$ cat src/rtl/board_game_ctrl.sv
// Two-player N-in-a-row board controller: move validation, stone placement,
// and an incremental one-neighbour-per-cycle win/draw scan from the last stone.
module board_game_ctrl #(
    parameter int  BOARD_N = 3,
    parameter int  WIN_LEN = 3,
    parameter int  GRAVITY = 0,
    localparam int IW      = $clog2(BOARD_N),
    localparam int MCW     = $clog2(BOARD_N*BOARD_N+1)
) (
    input  logic           clk,
    input  logic           rst,
    input  logic           new_game,
    input  logic           move_valid,
    input  logic [IW-1:0]  move_row,
    input  logic [IW-1:0]  move_col,
    output logic           move_ready,
    output logic           move_ack,
    output logic           move_err,
    input  logic [IW-1:0]  rd_row,
    input  logic [IW-1:0]  rd_col,
    output logic [1:0]     rd_cell,
    output logic           turn_o,
    output logic [1:0]     game_state,
    output logic [1:0]     winner,
    output logic [MCW-1:0] move_count
);
    localparam int CW = IW + 2;
    localparam int RW = $clog2(WIN_LEN+1);
    localparam logic [IW:0]           N_U     = (IW+1)'(BOARD_N);
    localparam logic signed [CW-1:0]  N_S     = CW'(BOARD_N);
    localparam logic [RW-1:0]         RUN_WIN = RW'(WIN_LEN-1);
    localparam logic [MCW-1:0]        FULL    = MCW'(BOARD_N*BOARD_N);

    typedef enum logic [1:0] {
        S_IDLE  = 2'd0,
        S_PLAY  = 2'd1,
        S_CHECK = 2'd2,
        S_OVER  = 2'd3
    } state_t;

    state_t state, state_nxt;

    logic [1:0]           cells [BOARD_N][BOARD_N];
    logic [1:0]           stone;
    logic [IW-1:0]        drop_row, tgt_row, pr, pc;
    logic                 drop_ok, col_in, row_in, tgt_ok;
    logic                 accept, reject;
    logic signed [CW-1:0] cur_r, cur_c, nb_r, nb_c, dr, dc, pos_step, neg_step;
    logic [1:0]           dir;
    logic                 back;
    logic [RW-1:0]        run;
    logic                 nb_in, nb_match, win_hit, last_sweep;

    assign stone      = turn_o ? 2'd2 : 2'd1;
    assign move_ready = (state == S_PLAY);
    assign game_state = state;

    // Target cell: explicit (row, col) or the lowest empty row of the column.
    always_comb begin
        drop_row = '0;
        drop_ok  = 1'b0;
        for (int r = 0; r < BOARD_N; r++) begin
            if (cells[IW'(r)][move_col] == 2'd0) begin
                drop_row = IW'(r);
                drop_ok  = 1'b1;
            end
        end
        col_in = ({1'b0, move_col} < N_U);
        row_in = ({1'b0, move_row} < N_U);
        if (GRAVITY != 0) begin
            tgt_row = drop_row;
            tgt_ok  = col_in && drop_ok;
        end else begin
            tgt_row = move_row;
            tgt_ok  = col_in && row_in && (cells[move_row][move_col] == 2'd0);
        end
    end

    // Neighbour under examination: one step from the cursor along dir, sign set by back.
    always_comb begin
        pos_step = back ? {CW{1'b1}} : CW'(1);
        neg_step = back ? CW'(1) : {CW{1'b1}};
        dr = '0;
        dc = '0;
        case (dir)
            2'd0:    dc = pos_step;
            2'd1:    dr = pos_step;
            2'd2:    begin dr = pos_step; dc = pos_step; end
            default: begin dr = pos_step; dc = neg_step; end
        endcase
        nb_r       = cur_r + dr;
        nb_c       = cur_c + dc;
        nb_in      = !nb_r[CW-1] && !nb_c[CW-1] && (nb_r < N_S) && (nb_c < N_S);
        nb_match   = nb_in && (cells[nb_r[IW-1:0]][nb_c[IW-1:0]] == stone);
        win_hit    = nb_match && (run == RUN_WIN);
        last_sweep = back && (dir == 2'd3);
    end

    always_comb begin
        rd_cell = 2'd0;
        if (({1'b0, rd_row} < N_U) && ({1'b0, rd_col} < N_U))
            rd_cell = cells[rd_row][rd_col];
    end

    always_ff @(posedge clk or posedge rst) begin
        if (rst) state <= S_IDLE;
        else     state <= state_nxt;
    end

    always_comb begin
        state_nxt = state;
        accept    = 1'b0;
        reject    = 1'b0;
        case (state)
            S_PLAY: begin
                if (move_valid) begin
                    if (tgt_ok) begin
                        accept    = 1'b1;
                        state_nxt = S_CHECK;
                    end else begin
                        reject = 1'b1;
                    end
                end
            end
            S_CHECK: begin
                if (win_hit)
                    state_nxt = S_OVER;
                else if (!nb_match && last_sweep)
                    state_nxt = (move_count == FULL) ? S_OVER : S_PLAY;
            end
            default: ;
        endcase
        // new_game overrides everything, including a simultaneous move
        if (new_game) begin
            state_nxt = S_PLAY;
            accept    = 1'b0;
            reject    = 1'b0;
        end
    end

    always_ff @(posedge clk or posedge rst) begin
        if (rst) begin
            cells      <= '{default: 2'd0};
            turn_o     <= 1'b0;
            winner     <= 2'd0;
            move_count <= '0;
            move_ack   <= 1'b0;
            move_err   <= 1'b0;
            pr         <= '0;
            pc         <= '0;
            cur_r      <= '0;
            cur_c      <= '0;
            dir        <= 2'd0;
            back       <= 1'b0;
            run        <= '0;
        end else if (new_game) begin
            cells      <= '{default: 2'd0};
            turn_o     <= 1'b0;
            winner     <= 2'd0;
            move_count <= '0;
            move_ack   <= 1'b0;
            move_err   <= 1'b0;
        end else begin
            move_ack <= accept;
            move_err <= reject;
            if (accept) begin
                cells[tgt_row][move_col] <= stone;
                move_count <= move_count + 1'b1;
                pr    <= tgt_row;
                pc    <= move_col;
                cur_r <= $signed({2'b00, tgt_row});
                cur_c <= $signed({2'b00, move_col});
                dir   <= 2'd0;
                back  <= 1'b0;
                run   <= RW'(1);
            end else if (state == S_CHECK) begin
                if (nb_match) begin
                    run   <= run + 1'b1;
                    cur_r <= nb_r;
                    cur_c <= nb_c;
                    if (win_hit) winner <= stone;
                end else begin
                    // Sweep over: restart from the placed stone; run spans both halves of a line
                    cur_r <= $signed({2'b00, pr});
                    cur_c <= $signed({2'b00, pc});
                    if (last_sweep) begin
                        if (move_count == FULL) winner <= 2'd3;
                        else                    turn_o <= ~turn_o;
                    end else if (back) begin
                        dir  <= dir + 1'b1;
                        back <= 1'b0;
                        run  <= RW'(1);
                    end else begin
                        back <= 1'b1;
                    end
                end
            end
        end
    end

endmodule

$ cat config.mk
export PLATFORM = sky130hd
export DESIGN_NAME = board_game_ctrl
export DESIGN_NICKNAME = d
export VERILOG_FILES = /design/src/rtl/board_game_ctrl.sv
export SDC_FILE = /design/constraint.sdc
export NUM_CORES = 1
export LEC_CHECK = 0
export CORE_ASPECT_RATIO = 0.75
export CORE_UTILIZATION = 35
export CTS_CLUSTER_SIZE = 8
export DETAILED_ROUTE_END_ITERATION = 8
export HOLD_SLACK_MARGIN = 0.1
export PLACE_DENSITY = 0.52
export SLEW_MARGIN = 20
export SYNTH_ARGS = -nofsm -noshare
export SYNTH_HDL_FRONTEND = slang
export SYNTH_SLANG_ARGS = --single-unit
$ cat constraint.sdc
create_clock -name clk -period 3.8 [get_ports clk]
set_input_delay 0.38 -clock clk [delete_from_list [all_inputs] [get_ports clk]]
set_output_delay 0.38 -clock clk [all_outputs]
set_load 0.01 [all_outputs]
==> out/results.tsv <==
stage	metric	value	unit
status	status	completed	
logic_synthesis	synthFlopType	dfrtp_1	
power	comb_power_share	45.8	%
final_layout	design_area	3452	sq um
clock_network	post_cts_buffers	0	
floorplanning	core_area	8023	sq um
global_routing	antenna_found_initial	0	
power	total_power	1.691	mW
logic_synthesis	async_flop_share	100.0	%
logic_synthesis	synth_edf_count	0	
floorplanning	fp.dieH	81.29	microns
floorplanning	core.rowCount	28	
critical_path	worst-endpoint-arrival	3.71	ns
drt	num_vias	2545	
drt	drt-vias-per-instance	5.533	
critical_path	startpoint_type	flop	
global_routing	grt_max_degree	47	
floorplanning	initial_core_util	36.57	%
place	portBuffers	25	
final_layout	final_cell_mix	dfrtp_1 (45), nor2_1 (28), inv_1 (25), clkdlybuf4s50_1 (25), nand2_1 (24)	
critical_path	crit_path_max_incr_delay	0.64	ns
global_routing	grt_pass1_wl	13450	microns
final_layout	drive_gt1_share	9.577	%
final_layout	ff_latch_area	1152	sq um
critical_path	cpMaxStageDelayCell	fa_2	
logic_synthesis	ys_seq_area_share	39.23	%
logic_synthesis	netlist_area	2934	sq um
timing	worst_slew_pin_slew	0.8349	ns
power	clkPwrFrac	19.1	%
global_routing	grt_usage	20.33	%
floorplanning	ioPinCount	26	
run	maxCapViolCount	0	
critical_path	critPathMaxFanout	9	
logic_synthesis	yosysWarnings	0	
power	swShare	40.00	%
timing	relSlewSlack	44.27	%
logic_synthesis	synth_cells	327	
clock_network	clk_pin_slew_worst_paths	0.09	ns
final_layout	multi_input_area	1634	sq um
power	pwr-share-seq	35.1	%
power	peakVddDrop	232.4	uV
critical_path	crit_chain	inv_1 > ha_1 > inv_1 > ha_1 > inv_1 > fa_2 > buf_4 > nor2b_1 > o22ai_1 > o21a_1 > and4b_1 > o211ai_2 > buf_4 > o31ai_1 > a211oi_1	
drt	drt_iter0_markers	183	
final_layout	layout_commonest_cell	dfrtp_1	
clock_network	cts_tree	done	
timing	max_freq	285.1	MHz
clock_network	cts_made_buffers	5	
critical_path	path_class	reg -> reg	
clock_network	cts-root-buf	clkbuf_8	
power	p_sw	0.6763	mW
logic_synthesis	synth_area_per_cell	8.973	sq um
drt	drtPass1Iterations	5	
clock_network	clock_latency	0.30	ns
min_path	hold_path_class	reg -> reg	
timing	rsz0062_at_grt	false	
final_layout	nFillCells	779	
critical_path	crit_top_cell	inv_1	
final_layout	diodes	0	
clock_network	cts-htree-levels	2	
timing	finalSetupViolCount	0	
clock_network	cts_hold_buf	0	
floorplanning	fp.dieW	107.7	microns
clock_network	cts_buffer_depth	2	
place	dpl-instance-area	3329	sq um
global_routing	gr-total-overflow	0	
power	power.density	489.8	nW/um^2
critical_path	critPathRequiredTime	4.00	ns
clock_network	cts_num_sinks	46	
logic_synthesis	ys_ff_latch	46	
clock_network	cts_resized	0	
global_routing	first_global_vias	2472	
drt	drc	0	
power	p_int	1.015	mW
timing	hold_viol_final	0	
drt	drtAntennaViolNets	0	
logic_synthesis	synth_nets	355	
timing	hold_ws	0.4849	ns
place	dp_hpwl	5983	microns
timing	finalCriticalPeriod	3.508	ns
timing	slew_violations	0	
timing	finClkSkew	0.004777	ns
power	p_leak	1.497	nW
timing	tns	0	ns
timing	period_share	92.30	%
logic_synthesis	yosysUniqueCellTypes	59	
drt	wirelength	8134	microns
final_layout	final_net_count	382	
floorplanning	dieArea	8757	sq um
drt	wl_per_cell	17.68	microns
final_layout	syn2layout_area_growth	17.65	%
place	gp_congestion	0.8265	
critical_path	crit_path_end_kind	flop	
-- power groups by stage --
stage	clock network (mW)	logic [mW]	registers, mW
6_report	0.323	0.774	0.593
5_1_grt	0.354	0.852	0.601
4_1_cts	0.333	0.733	0.594
3_5_place_dp	0	0.726	0.603
3_3_place_gp	0	0.730	0.603
2_1_floorplan	0	0.507	0.591
-- logic make-up after synthesis --
logic type	synth area share (%)
simple gates	19.92
xor+xnor	2.985
mux	2.815
buf+inv	5.928
compound gates	21.79
flops	39.23
fa+ha+maj	7.335
-- synthesized netlist by cell type, types with 4 or more instances --
cell type	count	area, sq um
nor3_1	9	45.04
nand3_1	6	30.03
inv_1	26	97.59
a21oi_1	15	75.07
buf_2	4	20.02
a211oi_1	7	52.55
and3_1	6	37.54
ha_1	14	175.2
nand2_1	24	90.09
o22ai_1	11	68.82
nand4_1	7	43.79
mux2i_1	6	60.06
nor2_1	28	105.1
clkbuf_1	11	41.29
o211ai_1	4	30.03
o2bb2ai_1	7	61.31
nand2b_1	5	31.28
o21ai_0	11	55.05
xnor2_1	5	43.79
nor2b_1	8	50.05
dfrtp_1	46	1151
xor2_1	5	43.79
-- through the flow --
| step | instances | utilization (%) | setup WS (ns) |
|---|---|---|---|
| floorplan | 327 | - | 0.4381 |
| global placement | 452 | 41.50 | 0.2380 |
| detailed placement | 452 | 41.50 | 0.1922 |
| CTS | 460 | 42.69 | 0.1666 |
| global route | 460 | 43.03 | 0.03391 |
| finish | 460 | 43.03 | 0.2925 |
-- layout make-up --
| class | count | area share, % |
|---|---|---|
| Multi-Input combinational cell | 237 | 47.34 |
| Clock inverter | 2 | 0.3625 |
| Sequential cell | 46 | 33.38 |
| Timing Repair Buffer | 36 | 9.641 |
| Tap cell | 105 | 3.806 |
| Clock buffer | 6 | 2.392 |
| Inverter | 28 | 3.081 |
-- sequential cells by signal, summed over array words and instances, names as in the netlist --
signal,cells
move_err,1
dir,2
move_count,4
cells,18
cur_r,4
move_ack,1
pr,2
cur_c,4
pc,2
back,1
game_state,2
run,2
turn_o,1
winner,2
-- worst paths after layout --
kind                            slack, ns  cells past startpoint        end    from
max in group asynchronous            2.73                      2     dir[0]     rst
worst max register to register       0.29                     15  winner[1]  dir[0]
worst min register to register       0.48                      2      pc[1]   pc[1]
worst min-delay path                 0.48                      2      pc[1]   pc[1]
min in group asynchronous            0.53                      2     run[1]     rst
worst max-delay path                 0.29                     15  winner[1]  dir[0]
-- worst max-delay path: cells and delay by family, from the launching register on --
family	cells	cell delay [ns]
buf+inv	5	0.56
fa+ha+maj	3	1.01
simple gates	2	0.30
flops	1	0.42
compound gates	5	1.10
-- metal layers --
| layer | routed length, microns | track usage, % | share of wire [%] |
|---|---|---|---|
| met4 | 51 | 3.836 | 0.63 |
| met5 | 0 | 0 | 0 |
| met2 | 3204 | 28.08 | 39 |
| met3 | 427 | 4.334 | 5.2 |
| met1 | 4451 | 31.91 | 55 |
Note: power is estimated with default switching activity, not from simulation.
